--- src/rtl/usquare_u_is_b_pkg.sv ---
// Shared types, constants and helpers for the unary square / bipolar conversion kernels.
// Latency: none (declarations and a pure function only).
// Backpressure: none.
package unary_pkg;

   // Accumulator-plus-inputs sum width for the 1-bit unipolar-to-bipolar converter (range 1..3)
   typedef logic [1:0] acc_t;

   // Constant added every cycle so that P(out=1) = (1 + x) / 2
   localparam acc_t BIPOLAR_BIAS = 2'd1;

   // Out-of-range random indices fold onto the last used shuffle entry
   function automatic int unsigned clamp_idx(input int unsigned rnd, input int unsigned dep);
      return (rnd >= dep) ? (dep - 1) : rnd;
   endfunction

endpackage

--- src/rtl/usquare_u_is_b_uni2bi.sv ---
// Unipolar-to-bipolar stream re-encoder with a 1-bit accumulator (counterpart of Bi2Uni).
// Latency: 1 cycle, input bit of cycle n shows up on out at cycle n+1.
// Backpressure: none, consumes and produces one bit every cycle.
module usquare_u_is_b_uni2bi
   import unary_pkg::*;
(
   input  logic clk,
   input  logic rst_n,
   input  logic in,
   output logic out
);

   logic acc_q, acc_d;
   logic out_q, out_d;
   acc_t sum;

   // Add input plus bias to the accumulator; a carry past 2 emits a one and keeps the remainder
   always_comb begin
      sum   = {1'b0, acc_q} + {1'b0, in} + BIPOLAR_BIAS;
      out_d = 1'b0;
      acc_d = acc_q;
      if (sum >= 2'd2) begin
         out_d = 1'b1;
         // sum - 2 for sum in 2..3 is just the low bit
         acc_d = sum[0];
      end else begin
         out_d = 1'b0;
         // sum can only be 1 here, which fits the 1-bit accumulator
         acc_d = sum[0];
      end
   end

   // Accumulator starts at 1 so an all-zero input yields 1,0,1,0... from the first cycle
   always_ff @(posedge clk or negedge rst_n) begin
      if (!rst_n) begin
         acc_q <= 1'b1;
         out_q <= 1'b0;
      end else begin
         acc_q <= acc_d;
         out_q <= out_d;
      end
   end

   assign out = out_q;

endmodule

--- src/rtl/usquare_u_is_b.sv ---
// Unary square: unipolar x in, bipolar stream out with P(out=1) = (1 + x^2) / 2; macro USQUARE_OUTCNT_EN adds ones_cnt.
// Latency: 1 cycle from in to out; out_vld rises DEP cycles after reset release.
// Backpressure: none, one bit in and one bit out every cycle.
module usquare_u_is_b
   import unary_pkg::*;
#(
   parameter int unsigned DEP    = 4,
   parameter int unsigned DEPLOG = 2
)(
   input  logic              clk,
   input  logic              rst_n,
   input  logic [DEPLOG-1:0] randNum,
   input  logic              in,
   output logic              out,
   output logic              out_vld
`ifdef USQUARE_OUTCNT_EN
   ,
   output logic [15:0]       ones_cnt
`endif
);

   localparam int unsigned CW = DEPLOG + 1;

   // Seed alternates 0,1,0,1.. so early reads look like a p=0.5 stream
   localparam logic [DEP-1:0] SEED = DEP'({DEP{2'b10}});

   int unsigned     idx;
   logic [DEP-1:0]  hit;
   logic [DEP-1:0]  shuf_q, shuf_d;
   logic            old;
   logic            sq;
   logic [CW-1:0]   warm_cnt_q, warm_cnt_d;
   logic            out_vld_q, out_vld_d;
   logic            out_bi;

   assign idx = clamp_idx(32'(randNum), DEP);

   // One-hot select of the shuffle entry addressed this cycle
   for (genvar g = 0; g < DEP; g++) begin : g_hit
      assign hit[g] = (idx == g);
   end

   // Read the old entry and overwrite it with the current input in the same cycle
   always_comb begin
      old    = |(shuf_q & hit);
      shuf_d = (shuf_q & ~hit) | ({DEP{in}} & hit);
      sq     = in & old;
   end

   // Shuffle buffer holding decorrelated past input bits
   always_ff @(posedge clk or negedge rst_n) begin
      if (!rst_n) begin
         shuf_q <= SEED;
      end else begin
         shuf_q <= shuf_d;
      end
   end

   // Warm-up counter saturating at DEP; valid latches once the buffer has seen DEP writes
   always_comb begin
      warm_cnt_d = warm_cnt_q;
      if (warm_cnt_q != CW'(DEP)) begin
         warm_cnt_d = warm_cnt_q + CW'(1);
      end
      out_vld_d = (warm_cnt_q == CW'(DEP - 1)) | out_vld_q;
   end

   // Warm-up state registers
   always_ff @(posedge clk or negedge rst_n) begin
      if (!rst_n) begin
         warm_cnt_q <= '0;
         out_vld_q  <= 1'b0;
      end else begin
         warm_cnt_q <= warm_cnt_d;
         out_vld_q  <= out_vld_d;
      end
   end

   usquare_u_is_b_uni2bi u_uni2bi (
      .clk   (clk),
      .rst_n (rst_n),
      .in    (sq),
      .out   (out_bi)
   );

   assign out     = out_bi;
   assign out_vld = out_vld_q;

`ifdef USQUARE_OUTCNT_EN
   logic [15:0] ones_cnt_q, ones_cnt_d;

   // Count valid output ones, holding at all-ones instead of wrapping
   always_comb begin
      ones_cnt_d = ones_cnt_q;
      if (out_bi && out_vld_q && (ones_cnt_q != 16'hFFFF)) begin
         ones_cnt_d = ones_cnt_q + 16'd1;
      end
   end

   // Profiling counter register
   always_ff @(posedge clk or negedge rst_n) begin
      if (!rst_n) begin
         ones_cnt_q <= 16'd0;
      end else begin
         ones_cnt_q <= ones_cnt_d;
      end
   end

   assign ones_cnt = ones_cnt_q;
`else
   // No profiling counter in this build; out and out_vld are unaffected either way.
`endif

endmodule
--- config.mk ---
export PLATFORM = sky130hd
export DESIGN_NAME = usquare_u_is_b
export DESIGN_NICKNAME = d
export VERILOG_FILES = /design/src/rtl/usquare_u_is_b_pkg.sv /design/src/rtl/usquare_u_is_b_uni2bi.sv /design/src/rtl/usquare_u_is_b.sv
export SDC_FILE = /design/constraint.sdc
export NUM_CORES = 1
export LEC_CHECK = 0
export ABC_AREA = 0
export BUFFER_PORTS_ARGS = -buffer_cell sky130_fd_sc_hd__buf_4
export CORE_AREA = 2 2 39 41
export CTS_BUF_LIST = sky130_fd_sc_hd__clkbuf_8
export DETAILED_ROUTE_END_ITERATION = 10
export DIE_AREA = 0 0 41 43
export GPL_TIMING_DRIVEN = 0
export PLACE_DENSITY = 0.55
export SYNTH_ARGS = -nofsm -noshare
export SYNTH_HDL_FRONTEND = slang
export SYNTH_SLANG_ARGS = --single-unit
--- constraint.sdc ---
create_clock -name clk -period 2.5 [get_ports clk]
set_clock_uncertainty 0.05 [all_clocks]
set_input_delay 0.25 -clock clk [delete_from_list [all_inputs] [get_ports clk]]
set_output_delay 0.25 -clock clk [all_outputs]
set_load 0.01 [all_outputs]
Word level (Yosys, flattened, before mapping)
Index checks and enable logic that the tools add are counted.

word-level totals
  word-level logic and storage cells = 24
  bits in registers = 10
  output and inout port bits = 2
  input port bits = 5

cells by class
  mux-type cells = 1
  equal/unequal tests = 5
  add/subtract/negate cells = 3
  bitwise gates (word level) = 7
  reduce and logical (&&, ||, !) cells = 2
  $lt $le $gt $ge = 1

operators with widths
  cell                                                  count
  zero test 32 bit                                      1
  bitwise AND 4 bit                                     3
  equality test 2 bit (second input constant)           2
  inverter 4 bit                                        1
  OR 4 bit                                              1
  OR reduction 4 bit                                    1
  adder 3 x 1 -> 3 bit (second input constant)          1
  equality test 3 x 2 -> 1 bit (second input constant)  1
  != test 3 bit (second input constant)                 1
  adder 1 x 1 -> 2 bit                                  1
  adder 2 x 1 -> 2 bit (second input constant)          1
  equality test 2 x 1 -> 1 bit (second input constant)  1
  >= comparator 2 bit (second input constant)           1
  bitwise AND 1 bit                                     1
  2-to-1 mux 1 bit                                      1
  OR 1 bit                                              1

Logic depth before layout (Yosys ltp)
Gate-level depths: netlist (run 1).

  depth in word-level cells = 8
  depth in mapped cells = 4
  mapped depth without buffers = 4

By module
Synthesis (run 1) repeated with hierarchy kept, for this count alone.

unflattened totals
  cells, all modules = 36
  area, all modules = 459.2 µm²

modules (own cells, without submodules)
  module                 area each (µm²)  cells an instance  sequential area each (µm²)  times used
  usquare_u_is_b         380.4            29                 202.7                       1
  usquare_u_is_b_uni2bi  78.8             7                  51.3                        1

Worst setup path after synthesis (run 1)
Ideal clock, no wire load.

  kind = register to register
  start = register with a tool-made name
  end = register u_uni2bi.acc_q
  required time = 2.392 ns
  period minus slack after synthesis = 1.226 ns
  setup time = 0.058 ns
  slack = 1.274 ns
  arrival time = 1.117 ns
  path buffers = 0
  cell stages (with the launch flop) = 5
  path through = dfstp_2 mux4_2 nand2_1 ha_1 inv_1

RTL lines
  item                  line                         RTL
  to (signal assigned)  usquare_u_is_b_uni2bi.sv:36  acc_q <= 1'b1;
  to (signal assigned)  usquare_u_is_b_uni2bi.sv:39  acc_q <= acc_d;
  to (decl)             usquare_u_is_b_uni2bi.sv:13  logic acc_q, acc_d;

==> results of run 1 <==
path summary, 6_finish.rpt:
path / start / endpoint / slack (ps)
max: flop / u_uni2bi.acc_q$_DFF_PN1_ / 1220
min: in / flop / 240
max reg2reg: flop / u_uni2bi.acc_q$_DFF_PN1_ / 1220
min reg2reg: out_vld$_DFF_PN0_ / out_vld$_DFF_PN0_ / 420
max in group asynchronous: rst_n / asynchronous set/reset pin / 1850
min in group asynchronous: rst_n / out_vld$_DFF_PN0_ / 330
cell type report:
class	instances	area (um2)	area share
well taps	16	20.0	0.0350
clock buffers	3	41.3	0.0722
inverters	6	22.5	0.0394
repair buffers	7	55.1	0.0963
flip-flops and latches	10	254	0.444
multi-input cells	19	175	0.306
clock inverters	1	3.75	0.00656
metrics by stage:
| stage | worst slack [ps] | hold WS (ps) | total power, mW | cell area, um2 | util |
|---|---|---|---|---|---|
| floorplan | 1270 | -95.6 | 0.242 | 452 | - |
| global placement | 1200 | 29.1 | 0.266 | 517 | 0.373 |
| detailed placement | 1190 | 34.5 | 0.272 | 517 | 0.373 |
| CTS | 1210 | 242 | 0.445 | 572 | 0.413 |
| global route | 1160 | 243 | 0.461 | 572 | 0.413 |
| finish | 1220 | 241 | 0.438 | 572 | 0.413 |
worst register-to-register path: stages, from the launching register on:
cell     delay [ps]
dfrtp_1         380
mux4_2          450
nand2_1          80
ha_1            220
inv_1            50
layer usage:
layer  routed length, um  global-route usage  vias up
li1                    -                   -      131
met1                 289               0.101      136
met2                 379               0.166        7
met3                  37              0.0628        0
met4                   0              0.0400        0
met5                   0                   0        -
synthesized netlist by cell type:
master   count  share of area
nor2_1       1         0.0083
mux4_2       1          0.050
or2_2        1          0.014
dfrtp_1      7           0.39
inv_1        6          0.050
dfstp_2      3           0.17
mux2_2       2          0.050
xnor2_1      1          0.019
nand2_1      4          0.033
ha_1         4           0.11
mux2_1       3          0.075
nor2b_1      2          0.028
kinds of logic after synthesis:
group / after synthesis / synth area share
AND/OR/NAND/NOR: 8 / 0.0831
adder cells (fa/ha/maj): 4 / 0.111
multiplexers: 6 / 0.175
flip-flops: 10 / 0.562
XOR/XNOR: 1 / 0.0194
buffers and inverters: 6 / 0.0499
report_power, final:
group          switching (mW)  total [mW]  internal, mW
sequential            0.00894       0.206         0.197
clock                  0.0615       0.169         0.107
combinational          0.0285      0.0634        0.0349
timing repair:
action	CTS	global route
hold buffers	1	0
buffers inserted	0	0
endpoints found under the hold margin	10	0
gates resized for setup	0	0
==> results.yml, run 1 <==
route:
  vias: 274
  drt-total-wl_um: 706
  drc_errors: 0
  drt-pass1-iter-count: 3
  via_per_inst: 4.42
  drt_iter0_drc: 4
  postRouteAntennaNets: 0
  wl_per_cell_um: 11.4
worst_setup_path:
  crit_path_max_fanout: 2
  crit_arrival_ps: 1410
  critPathKind: "reg -> reg"
  slowest_stage: "mux4_2"
  crit_path_cell_trace: "mux4_2, nand2_1, ha_1, inv_1"
  cp.buffers_inverters: 1
  crit_cells: 4
  worst_ep_required_time_ps: 2630
  cp_top_family: "multiplexers"
  critPathMaxStageDelay_ps: 450
  critPathLaunchType: "flop"
  critPathCaptureType: "flop"
  rr_worst_depth: 4
clocking:
  clkLatencyLatePin_ps: 230
  htree_levels: 1
  root_buffer: "clkbuf_8"
  cts_tree: "yes"
  cts_buffer_depth: 2
  numCtsBuffers: 3
  clock-sinks: 10
  cts.clk_slew.worst_paths_ps: 50
layout:
  area_growth_pct: 26.6
  diodes: 0
  final_nets: 56
  final_cell_mix: "inv_1 (7), dfrtp_1 (7), buf_4 (6)"
  final_cells: 62
  drive_gt1_frac: 0.348
  fillCellCount: 133
floorplan:
  die-area_mm2: 0.00176
  initial_core_util: 0.326
  die_height_um: 43
  die_w_um: 41
  io-pin-count: 7
  coreArea_mm2: 0.00138
  core.rowCount: 14
global_routing:
  grt_pass1_wl_um: 1170
  grt_usage: 0.103
  grt_pass1_vias: 318
  grt_max_degree: 11
  gr-total-overflow: 0
  antenna_found_initial: 0
flow_run:
  maxCapViolations: 0
sta:
  maxSlewHeadroom: 0.903
  min_period_ps: 1280
  setup_viol: 0
  finalSetupTns_ps: 0
  finalCritPeriodShare: 0.511
  max_freq_mhz: 783
  tightest_slew_ps: 145
  rsz0062_at_grt: "no"
  final-max-slew-violation-count: 0
  hold_violations: 0
placement:
  dp_cells: 57
  place_congestion: 0.640
  hpwl_um: 503
  io_buffer_count: 6
power:
  power_density_mw_per_mm2: 766
  vdd_drop_max_mv: 0.385
  p_leak_nw: 0.284
synthesis:
  synth_fp_nets: 44
  synth-seq-cells: 10
  synthesis.area_um2: 452
  yosys_warnings: 0
  ys_seq_area_frac: 0.562
  syn_inst: 35
  avgSynthCellArea_um2: 12.9
  yosys.cell_types.count: 12
hold_path:
  hp-class: "in -> reg"
  holdPathStages: 2
outcome:
  status: "finished clean"
Power figures use the tool's default switching activity.
==> run 2: changes to the inputs <==
- clock period: 2.5 -> 1.22 ns (I/O delays scaled with it)
==> results.yml, run 2 (synthesis results as in run 1) <==
route:
  wl_per_cell_um: 11.3
  drt-pass1-iter-count: 2
  drc_errors: 0
  drt_iter0_drc: 1
  vias: 275
  postRouteAntennaNets: 0
  drt-total-wl_um: 723
  via_per_inst: 4.30
layout:
  final_common_cell: "buf_4"
  diodes: 0
  final_cell_mix: "buf_4 (8), dfrtp_1 (7), inv_2 (4), clkbuf_8 (4)"
  multiInputGateArea_um2: 223
  fillCellCount: 128
  register_area_um2: 254
  final_nets: 58
  area_growth_pct: 42.7
  drive_gt1_frac: 0.604
  fin_area_um2: 644
clocking:
  clkLatencyLatePin_ps: 230
  clock-sinks: 10
  cts_buffer_depth: 2
  numCtsBuffers: 3
  root_buffer: "clkbuf_8"
  htree_levels: 1
  cts_tree: "yes"
  cts.clk_slew.worst_paths_ps: 50
floorplan:
  die-area_mm2: 0.00176
  die_height_um: 43
  coreArea_mm2: 0.00138
  io-pin-count: 7
  die_w_um: 41
  initial_core_util: 0.326
  core.rowCount: 14
worst_setup_path:
  critPathMaxStageDelay_ps: 470
  critPathCaptureType: "flop"
  critPathKind: "reg -> reg"
  cp.buffers_inverters: 1
  worst_ep_required_time_ps: 1350
  crit_arrival_ps: 1390
  critPathLaunchType: "flop"
  crit_path_cell_trace: "mux4_2, nand2_2, ha_4, inv_2"
  crit_path_max_fanout: 2
  cp_top_family: "multiplexers"
  slowest_stage: "mux4_2"
sta:
  setup_slack_ps: -46.7
  setup_viol: 2
  hold_ws_ps: 99.7
  max_freq_mhz: 789
  maxSlewHeadroom: 0.909
  tightest_slew_ps: 136
  min_period_ps: 1270
  finalCritPeriodShare: 1.04
  final-max-slew-violation-count: 0
  hold_violations: 0
  rsz0062_at_grt: "yes"
global_routing:
  antenna_found_initial: 0
  grt_usage: 0.112
  gr-total-overflow: 0
  grt_pass1_vias: 299
  grt_pass1_wl_um: 1260
  grt_max_degree: 11
outcome:
  status: "complete, but fails checks"
  violations: "setup timing"
power:
  vdd_drop_max_mv: 0.666
  power_density_mw_per_mm2: 1550
  p_leak_nw: 0.292
  total_power_uw: 998
flow_run:
  maxCapViolations: 0
placement:
  place_congestion: 0.600
  place_area_um2: 517
  hpwl_um: 527
  place_ws_ps: -74.7
  io_buffer_count: 6
hold_path:
  hp-class: "in -> reg"
==> run 2: changes by cell type in the layout (fill, tap and decap cells not counted), sizes merged <==
cell	change
inv	-1
clkbuf	+1
buf	+2
==> run 2: worst paths after layout <==
path	from	endpoint	slack, ps	cells past startpoint
setup reg to reg	flop	u_uni2bi.acc_q$_DFF_PN1_	-50	4
hold reg to reg	out_vld$_DFF_PN0_	out_vld$_DFF_PN0_	440	1
min in group asynchronous	rst_n	asynchronous set/reset pin	200	2
setup / recovery	flop	u_uni2bi.acc_q$_DFF_PN1_	-50	4
max in group asynchronous	rst_n	asynchronous set/reset pin	700	2
hold / removal	in	flop	100	2
==> run 2: timing repair <==
action,CTS,global route
pin swaps,0,4
gates resized for setup,6,8
hold buffers,1,0
setup buffers,0,2
endpoints found under the hold margin,10,0
endpoints found under the setup margin,3,4
==> run 2: routing by layer <==
layer,global-route usage,up-vias,part of all wire
li1,-,135,-
met1,0.111,135,0.40
met2,0.175,3,0.56
met3,0.0628,2,0.032
met4,0.0600,0,0.012
met5,0,-,0
==> run 2: through the flow <==
step / TNS (ps) / util / cells
CTS: -81.2 / 0.433 / 62
finish: -53.0 / 0.466 / 64
detailed placement: -107 / 0.373 / 57
global placement: -25.7 / 0.373 / 57
global route: -189 / 0.466 / 64
floorplan: 0 / - / 35
==> run 2: layout make-up <==
cell class,count,share of cell area
tap,16,0.0311
inverter,6,0.0350
multi-input combinational,19,0.346
clock buffer,4,0.0854
sequential,10,0.394
timing repair buffer,9,0.109
==> run 2: worst register-to-register path, cell delays in order (launching register included) <==
cell     delay (ps)
dfrtp_1         370
mux4_2          470
nand2_2          90
ha_4            190
inv_2            40
==> run 2: power breakdown <==
group          internal (mW)  switching (mW)  leakage (nW)
registers              0.403          0.0185         0.111
clock network          0.283           0.122        0.0288
logic                 0.0938          0.0780         0.152
total                  0.780           0.218         0.292
==> run 3: changes to the inputs <==
- ABC_AREA: 0 -> 1
==> results.yml, run 3 <==
placement:
  dp_cells: 69
  place_congestion: 0.555
  io_buffer_count: 6
  hpwl_um: 466
layout:
  final_common_cell: "inv_1"
  final_cell_mix: "inv_1 (9), nand2_1 (7), dfrtp_1 (7), buf_4 (7), clkbuf_8 (4)"
  final_nets: 69
  area_growth_pct: 36.5
  fillCellCount: 140
  diodes: 0
  final_cells: 75
  drive_gt1_frac: 0.373
sta:
  finalSetupTns_ps: 0
  finalCritPeriodShare: 0.957
  maxSlewHeadroom: 0.891
  min_period_ps: 1170
  final-max-slew-violation-count: 0
  hold_ws_ps: 52.0
  tightest_slew_ps: 162
  hold_violations: 0
  max_freq_mhz: 857
  setup_viol: 0
worst_setup_path:
  crit_path_cell_trace: "nand3_2, nand2_2, o21ai_2, ha_1, inv_1"
  slowest_stage: "dfstp_2"
  r2r_end: "u_uni2bi.acc_q$_DFF_PN1_"
  critPathLaunchType: "flop"
  critPathMaxStageDelay_ps: 530
  critPathCaptureType: "flop"
  worst_ep_required_time_ps: 1350
  rr_worst_depth: 5
  crit_path_max_fanout: 2
  crit_arrival_ps: 1300
  r2r_slack_ps: 50
  critPathKind: "reg -> reg"
clocking:
  cts_buffer_depth: 2
  clkLatencyLatePin_ps: 230
  root_buffer: "clkbuf_8"
  cts_tree: "yes"
  cts.clk_slew.worst_paths_ps: 50
  numCtsBuffers: 3
  htree_levels: 1
  clock-sinks: 10
synthesis:
  synthesis.area_um2: 449
  synth_edf_count: 0
  synthArstFlopShare: 1.00
  synth_top_area_frac: 0.390
  synth-seq-cells: 10
  avgSynthCellArea_um2: 9.56
  syn_inst: 47
  yosys_warnings: 0
  synth_fp_nets: 56
  yosys.cell_types.count: 13
  synthTopCellsByCount: "nand2_1 (10), inv_1 (9), dfrtp_1 (7)"
  ys_seq_area_frac: 0.565
  yosysTopAreaCell: "dfrtp_1"
  synthTopCellsByArea: "dfrtp_1 (39%), dfstp_2 (18%), ha_1 (11%), nand2_1 (8.4%), inv_1 (7.5%)"
  synth-main-ff-cell: "dfrtp_1"
  yosysMostFrequentCell: "nand2_1"
global_routing:
  grt_pass1_vias: 295
  grt_pass1_wl_um: 1220
  grt_usage: 0.113
  grt_max_degree: 11
  gr-total-overflow: 0
  antenna_found_initial: 0
route:
  drt-total-wl_um: 729
  drc_errors: 0
  vias: 330
  postRouteAntennaNets: 0
  via_per_inst: 4.40
  drt-pass1-iter-count: 1
  wl_per_cell_um: 9.72
  drt_iter0_drc: 0
floorplan:
  die_height_um: 43
  die_w_um: 41
  core.rowCount: 14
  die-area_mm2: 0.00176
  io-pin-count: 7
  coreArea_mm2: 0.00138
  initial_core_util: 0.325
flow_run:
  maxCapViolations: 0
hold_path:
  hp-class: "in -> reg"
  min_from: "randNum[1]"
  holdPathStages: 2
outcome:
  status: "finished clean"
power:
  power_density_mw_per_mm2: 1560
  total_power_uw: 957
  vdd_drop_max_mv: 0.870
  p_leak_nw: 0.316
-- run 3: what timing repair did --
action / 4_1_cts / 5_1_grt
resized for setup: 0 / 8
endpoints found under the setup margin: 1 / 2
hold buffers: 1 / 0
endpoints found under the hold margin: 10 / 0
pin swaps: 0 / 5
setup buffers: 1 / 0
-- run 3: logic make-up (layout without fill, tap and decap cells) --
family | count (synthesis) | count (layout) | synth area share
XOR/XNOR | 1 | 1 | 0.0195
adder cells (fa/ha/maj) | 4 | 4 | 0.111
flip-flops | 10 | 10 | 0.565
AND/OR/NAND/NOR | 16 | 16 | 0.148
buffers and inverters | 9 | 21 | 0.0752
AO/OA/AOI/OAI | 7 | 7 | 0.0808
-- run 3: worst max path at each step --
stage / startpoint / to / depth (start not counted)
2_1_floorplan: warm_cnt_q[0]$_DFFE_PN0P_ / out_vld$_DFF_PN0_ / 3
3_3_place_gp: warm_cnt_q[0]$_DFFE_PN0P_ / out_vld$_DFF_PN0_ / 3
3_5_place_dp: warm_cnt_q[0]$_DFFE_PN0P_ / out_vld$_DFF_PN0_ / 3
4_1_cts: warm_cnt_q[0]$_DFFE_PN0P_ / out_vld$_DFF_PN0_ / 3
5_1_grt: flop / u_uni2bi.acc_q$_DFF_PN1_ / 5
6_report: flop / u_uni2bi.acc_q$_DFF_PN1_ / 5
-- run 3: critical path: cells and delay by family, from the launching register on --
| kind | cells | cell delay (ps) |
|---|---|---|
| adder cells (fa/ha/maj) | 1 | 280 |
| AND/OR/NAND/NOR | 2 | 150 |
| buffers and inverters | 1 | 50 |
| AO/OA/AOI/OAI | 1 | 60 |
| flip-flops | 1 | 530 |
-- run 3: layout make-up --
| cell class | instances | area, um2 | area share |
|---|---|---|---|
| flip-flops and latches | 10 | 254 | 0.414 |
| multi-input cells | 28 | 188 | 0.306 |
| repair buffers | 8 | 62.6 | 0.102 |
| clock buffers | 4 | 55.1 | 0.0898 |
| inverters | 9 | 33.8 | 0.0551 |
| well taps | 16 | 20.0 | 0.0327 |
-- run 3: metrics by stage --
step           utilization  cell area [um2]  setup WS (ps)
6_report             0.443              613           52.6
5_1_grt              0.443              613          -8.81
4_1_cts              0.424              587           8.62
3_5_place_dp         0.372              514          -15.0
3_3_place_gp         0.372              514          -10.7
2_1_floorplan            -              449           31.7
-- run 3: power breakdown --
| group | internal, mW | switching [mW] |
|---|---|---|
| logic | 0.0616 | 0.0676 |
| registers | 0.399 | 0.0168 |
| clock network | 0.283 | 0.128 |
| total | 0.745 | 0.213 |
-- run 3: per-layer routing --
metal	routed length, um	track usage	part of all wire
met5	0	0	0
met4	13	0.0400	0.018
met3	75	0.0942	0.10
met2	313	0.141	0.43
met1	327	0.141	0.45
